**src/rtl/uart_tx_byte_serializer_if.sv**
```systemverilog
// uart_tx_byte_serializer_if: byte-request handshake and serial line between message memory, serializer and observers
`timescale 1ns/1ps
interface uart_tx_byte_serializer_if;
    logic        i_enable;
    logic [7:0]  i_data;
    logic        o_byte_req;
    logic        o_txd;
    logic        o_busy;
    logic        o_byte_done;
    logic [15:0] o_frame_count;
    modport master (
        output i_enable, i_data,
        input  o_byte_req, o_txd, o_busy, o_byte_done, o_frame_count
    );
    modport slave (
        input  i_enable, i_data,
        output o_byte_req, o_txd, o_busy, o_byte_done, o_frame_count
    );
endinterface

```
**src/rtl/uart_tx_byte_serializer.sv**
```systemverilog
// uart_tx_byte_serializer: requests bytes from the TX message memory and sends them as 8N1/8N2 UART frames
`timescale 1ns/1ps
module uart_tx_byte_serializer #(
    parameter int         CLK_HZ     = 50_000_000,
    parameter int         BAUD       = 9600,
    parameter int         STOP_BITS  = 1,
    parameter int         REQ_WIDTH  = 4,
    parameter int         SETTLE_CYC = 4,
    parameter logic [7:0] IDLE_CODE  = 8'hFF,
    parameter bit         SKIP_IDLE  = 1'b1
) (
    input logic                      clk,
    input logic                      reset,
    uart_tx_byte_serializer_if.slave bus
);
    localparam int CPB      = CLK_HZ / BAUD;
    localparam int STOP_LEN = STOP_BITS * CPB;
    localparam int MAX_A    = (REQ_WIDTH > SETTLE_CYC) ? REQ_WIDTH : SETTLE_CYC;
    localparam int MAX_LEN  = (MAX_A > STOP_LEN) ? MAX_A : STOP_LEN;
    localparam int CW       = $clog2(MAX_LEN + 1);
    localparam logic [CW-1:0] REQ_LAST  = CW'(REQ_WIDTH - 1);
    localparam logic [CW-1:0] SET_LAST  = CW'(SETTLE_CYC - 1);
    localparam logic [CW-1:0] BIT_LAST  = CW'(CPB - 1);
    localparam logic [CW-1:0] STOP_LAST = CW'(STOP_LEN - 1);

    if (CPB < 2) begin : g_bad_baud
        $error("CLK_HZ/BAUD must be at least 2");
    end
    if (STOP_BITS != 1 && STOP_BITS != 2) begin : g_bad_stop
        $error("STOP_BITS must be 1 or 2");
    end
    if (REQ_WIDTH < 1 || SETTLE_CYC < 1) begin : g_bad_len
        $error("REQ_WIDTH and SETTLE_CYC must be at least 1");
    end

    typedef enum logic [2:0] {S_IDLE, S_REQ, S_WAIT, S_START, S_DATA, S_STOP} state_t;

    state_t        state_q, state_d;
    logic [CW-1:0] cnt_q, cnt_d;
    logic [2:0]    bit_q, bit_d;
    logic [7:0]    sh_q, sh_d;
    logic          txd_q, txd_d;
    logic          req_q, req_d;
    logic          busy_q, busy_d;
    logic          done_q, done_d;
    logic [15:0]   frame_count_q, frame_count_d;
    logic          last;

    // Outputs are derived from the next state so they change on the same edge as the state.
    always_comb begin
        last = cnt_q == (state_q == S_REQ  ? REQ_LAST :
                         state_q == S_WAIT ? SET_LAST :
                         state_q == S_STOP ? STOP_LAST : BIT_LAST);
        state_d = state_q;
        bit_d = bit_q;
        sh_d = sh_q;
        cnt_d = (last || state_q == S_IDLE) ? '0 : cnt_q + 1'b1;
        case (state_q)
            S_IDLE:  state_d = bus.i_enable ? S_REQ : S_IDLE;
            S_REQ:   state_d = last ? S_WAIT : S_REQ;
            S_WAIT: if (last) begin
                sh_d = bus.i_data;
                state_d = (SKIP_IDLE && bus.i_data == IDLE_CODE) ? S_IDLE : S_START;
            end
            S_START: if (last) begin
                state_d = S_DATA;
                bit_d = '0;
            end
            S_DATA: if (last) begin
                sh_d = sh_q >> 1;
                bit_d = bit_q + 1'b1;
                state_d = (bit_q == 3'd7) ? S_STOP : S_DATA;
            end
            S_STOP:  state_d = last ? S_IDLE : S_STOP;
            default: state_d = S_IDLE;
        endcase
        txd_d = state_d == S_START ? 1'b0 : state_d == S_DATA ? sh_d[0] : 1'b1;
        req_d = state_d == S_REQ;
        busy_d = state_d != S_IDLE;
        done_d = state_d == S_STOP && cnt_d == STOP_LAST;
        frame_count_d = frame_count_q + 16'(done_d);
    end

    always_ff @(posedge clk or negedge reset) begin
        if (!reset) begin
            state_q <= S_IDLE;
            cnt_q <= '0;
            bit_q <= '0;
            sh_q <= '0;
            txd_q <= 1'b1;
            req_q <= 1'b0;
            busy_q <= 1'b0;
            done_q <= 1'b0;
            frame_count_q <= '0;
        end else begin
            state_q <= state_d;
            cnt_q <= cnt_d;
            bit_q <= bit_d;
            sh_q <= sh_d;
            txd_q <= txd_d;
            req_q <= req_d;
            busy_q <= busy_d;
            done_q <= done_d;
            frame_count_q <= frame_count_d;
        end
    end

    assign bus.o_txd = txd_q;
    assign bus.o_byte_req = req_q;
    assign bus.o_busy = busy_q;
    assign bus.o_byte_done = done_q;
    assign bus.o_frame_count = frame_count_q;
endmodule

```
**src/flat_wrapper.sv**
```systemverilog
// flat-port wrapper written by rule: the top's interface ports become plain ports
module uart_tx_byte_serializer_flat 
#(
    parameter int         CLK_HZ     = 50_000_000,
    parameter int         BAUD       = 9600,
    parameter int         STOP_BITS  = 1,
    parameter int         REQ_WIDTH  = 4,
    parameter int         SETTLE_CYC = 4,
    parameter logic [7:0] IDLE_CODE  = 8'hFF,
    parameter bit         SKIP_IDLE  = 1'b1
)
  (clk, reset, bus_i_enable, bus_i_data, bus_o_byte_req, bus_o_txd, bus_o_busy, bus_o_byte_done, bus_o_frame_count);
  uart_tx_byte_serializer_if bus_i ();
  input logic clk;
  input logic reset;
  input wire logic [$bits(bus_i.i_enable)-1:0] bus_i_enable;
  input wire logic [$bits(bus_i.i_data)-1:0] bus_i_data;
  output wire logic [$bits(bus_i.o_byte_req)-1:0] bus_o_byte_req;
  output wire logic [$bits(bus_i.o_txd)-1:0] bus_o_txd;
  output wire logic [$bits(bus_i.o_busy)-1:0] bus_o_busy;
  output wire logic [$bits(bus_i.o_byte_done)-1:0] bus_o_byte_done;
  output wire logic [$bits(bus_i.o_frame_count)-1:0] bus_o_frame_count;
  assign bus_i.i_enable = bus_i_enable;
  assign bus_i.i_data = bus_i_data;
  assign bus_o_byte_req = bus_i.o_byte_req;
  assign bus_o_txd = bus_i.o_txd;
  assign bus_o_busy = bus_i.o_busy;
  assign bus_o_byte_done = bus_i.o_byte_done;
  assign bus_o_frame_count = bus_i.o_frame_count;
  uart_tx_byte_serializer #(.CLK_HZ(CLK_HZ), .BAUD(BAUD), .STOP_BITS(STOP_BITS), .REQ_WIDTH(REQ_WIDTH), .SETTLE_CYC(SETTLE_CYC), .IDLE_CODE(IDLE_CODE), .SKIP_IDLE(SKIP_IDLE)) u_core (.clk(clk), .reset(reset), .bus(bus_i));
endmodule
```
**config.mk**
```make
export PLATFORM = sky130hd
export DESIGN_NAME = uart_tx_byte_serializer_flat
export DESIGN_NICKNAME = d
export VERILOG_FILES = /design/src/rtl/uart_tx_byte_serializer_if.sv /design/src/rtl/uart_tx_byte_serializer.sv /design/src/flat_wrapper.sv
export SDC_FILE = /design/constraint.sdc
export NUM_CORES = 1
export LEC_CHECK = 0
export BUFFER_PORTS_ARGS = -buffer_cell sky130_fd_sc_hd__buf_4
export CAP_MARGIN = 20
export CORE_AREA = 5 5 71 73
export DETAILED_ROUTE_END_ITERATION = 8
export DIE_AREA = 0 0 76 78
export PLACE_DENSITY = 0.75
export SKIP_LAST_GASP = 1
export SLEW_MARGIN = 20
export SYNTH_ARGS = -nofsm -noshare
export SYNTH_HDL_FRONTEND = slang
export SYNTH_SLANG_ARGS = --single-unit
export TNS_END_PERCENT = 20
```
**constraint.sdc**
```tcl
create_clock -name clk -period 3.9 [get_ports clk]
set_input_delay 0.975 -clock clk [delete_from_list [all_inputs] [get_ports clk]]
set_output_delay 0.975 -clock clk [all_outputs]
set_load 0.01 [all_outputs]
```
==> flow_summary.ini <==
[run_status]
run_status = finished clean

[pwr]
total_leakage_power_nw = 1.248
vdd_drop_max_uv = 330.2
power_density_nw_per_um2 = 499.9

[clocking]
htreeDepth = 2
worst_skew_pair.late_latency_ns = 0.30
root_buffer = clkbuf_8
cts.sinks = 47
cts-resized-gates = 0
cts-hold-fix-buffers = 0
cts_buffers = 5
path_clk_slew_ns = 0.08
tritoncts = yes
cts_setup_buffers = 0
cts_max_path_buffers = 2

[sta]
finalSetupViolCount = 0
worstMarginPinSlew_ns = 0.5664
finalMaxSlewViolations = 0
finalHoldViolCount = 0
finalCritPeriodShare_pct = 93.77
fmax_mhz = 273.5
finalCriticalPeriod_ns = 3.657
finalSetupTns_ns = 0
finClkSkew_ns = 0.006541
rsz0062_at_grt = false
slew_headroom_pct = 61.99
fin_ws_ns = 0.2431

[finish]
finalNetCount = 281
drive_above_1_share_pct = 18.42
area_delta_synth_final_pct = 15.78
num_antenna_cells = 0
stdcell_count = 318

[worst_setup_path]
path_class = register to register
start_kind = register
reg2reg_slack_ns = 0.24
reg2reg_to = u_core.bus.o_frame_count[14]
timing.rr.start = u_core.cnt_q[2]
cp_data_arrival_time_ns = 3.85
end_kind = register
cp_cell_sequence = or4_1 -> or4_4 -> a21oi_2 -> a31oi_2 -> nor3_1 -> ha_1 -> nand4_1 -> nor2_1 -> nand2_1 -> nor2_1 -> nand4_1 -> xnor2_1
reg2reg_depth = 12
worstSetupStartpoint = u_core.cnt_q[2]
cp_slowest_cell = or4_1
crit_fanout = 6
crit_end = u_core.bus.o_frame_count[14]
required_ns = 4.09
max_stage_delay_ns = 0.54

[synth]
synth_flop_cell = dfrtp_1
synth.most_common_cell = dfrtp_1
synth_commonest_cells = dfrtp_1 (46), nand2_1 (28), nor2_1 (25)
yosys.area.top_type = dfrtp_1
async_flop_share_pct = 100.0
synth_edf_count = 0
netlist_area_um2 = 2300
synth.avg_cell_area_um2 = 9.955
ys_top_cells_by_area = dfrtp_1 (50%), xnor2_1 (6.9%), nand2_1 (4.6%)
ys_types = 39
synth_nets = 247
synth_top_area_share_pct = 50.05
seq_area_frac_synth_pct = 51.20
synthCells = 231
ys.warnings.count = 0
ys_ff_latch = 47

[detailed_routing]
wire_per_inst_um = 14.55
wl_met1_mm = 2.128
via_per_inst = 5.522
routed_wl_mm = 4.627
drcViolationCount = 0
wl_met3_um = 225
first_pass_iters = 4
num_vias = 1756
ant_nets = 0
drt_iter0_markers = 129
top_layer = met4
wl_met2_mm = 2.212

[global_routing]
gr-total-overflow = 0
grt_max_degree = 48
grt_pass1_vias = 1766
grtUsageTotal_pct = 16.38
antenna_found_initial = 0
grt_pass1_wl_mm = 8.148

[die]
rows = 24
start_util_pct = 53.55
core_um2 = 4294
die_h_um = 78
dieWidth_um = 76
io-pin-count = 31
floorplan.die_area_um2 = 5928

[placed_design]
preCtsSetupSlack_ns = 0.2580
dp_hpwl_mm = 3.365
gp_congestion = 0.8101
numPortBuffers = 30
placedCellCount = 310

[run]
cap_violations = 0

[worst_hold_path]
min_path_type = register to register
-- per-layer routing --
metal / global-route usage, % / up-vias
li1: - / 878
met1: 21.10 / 829
met2: 27.23 / 43
met3: 4.051 / 6
met4: 4.982 / 0
met5: 0 / -
-- power breakdown --
group,switching (mW),internal [mW]
Clock,0.159,0.125
Combinational,0.238,0.161
Sequential,0.0659,0.581
Total,0.464,0.867
-- placed cells by master, fill, tap and decap left out, drive strengths merged, types with 2 or more instances in the layout --
cell	Yosys	routed
ha	5	5
a22oi	8	8
nor2	25	25
nor4	3	3
and3	6	6
xor2	11	11
dfrtp	46	46
nand2	28	28
nand3	14	14
nand4	4	4
nor3	8	8
a21oi	11	11
o21ai	10	10
mux2i	2	2
xnor2	18	18
or4	2	2
o22ai	2	2
clkbuf	4	6
inv	6	6
buf	3	34
and4	2	2
-- worst max-delay path: cells and delay by family (launching register included) --
kind,cells,cell delay (ns)
flip-flops,1,0.44
XOR/XNOR,1,0.15
AND/OR/NAND/NOR,8,2.36
adder cells (fa/ha/maj),1,0.27
AO/OA/AOI/OAI,2,0.34
-- layout make-up --
class,count,area [um^2]
clock buffers,6,72.57
clock inverters,2,12.51
fillers,359,1632
inverters,6,22.52
multi-input cells,171,1057
flip-flops and latches,47,1177
well taps,52,65.06
repair buffers,34,255.2
-- state kept, by name (all words and copies together) (netlist names) --
signal,count
u_core.bus.o_busy,1
u_core.bus.o_byte_req,1
u_core.bus.o_byte_done,1
u_core.bit_q,3
u_core.state_q,3
u_core.bus.o_frame_count,16
u_core.bus.o_txd,1
u_core.sh_q,8
u_core.cnt_q,13
-- cell families after synthesis --
logic type	Yosys count	share of synthesized area (%)
adder cells (fa/ha/maj)	5	2.720
AND/OR/NAND/NOR	95	19.53
multiplexers	2	0.8705
buffers and inverters	13	2.829
XOR/XNOR	29	11.04
flip-flops	47	51.20
AO/OA/AOI/OAI	40	11.81
-- stage by stage --
step	power (mW)	cell area, um^2	utilization (%)	hold slack, ns
global placement	1.043	2577	60.02	0.4558
detailed placement	1.054	2577	60.02	0.4600
CTS	1.338	2663	62.00	0.4802
finish	1.331	2663	62.00	0.4754
global route	1.425	2663	62.00	0.5009
floorplan	0.9351	2300	-	0.4359
-- worst min path at each step --
stage                                               to  slack (ns)                         start  cells after the start
final                                   u_core.sh_q[0]        0.48                u_core.sh_q[0]                      2
after global routing      u_core.bus.o_frame_count[15]        0.50  u_core.bus.o_frame_count[15]                      1
after CTS                               u_core.sh_q[0]        0.48                u_core.sh_q[0]                      2
after detailed placement                u_core.sh_q[0]        0.46                u_core.sh_q[0]                      2
after global placement                  u_core.sh_q[0]        0.46                u_core.sh_q[0]                      2
after floorplan                         u_core.sh_q[0]        0.44                u_core.sh_q[0]                      2
Note: power is estimated with default switching activity, not from simulation.
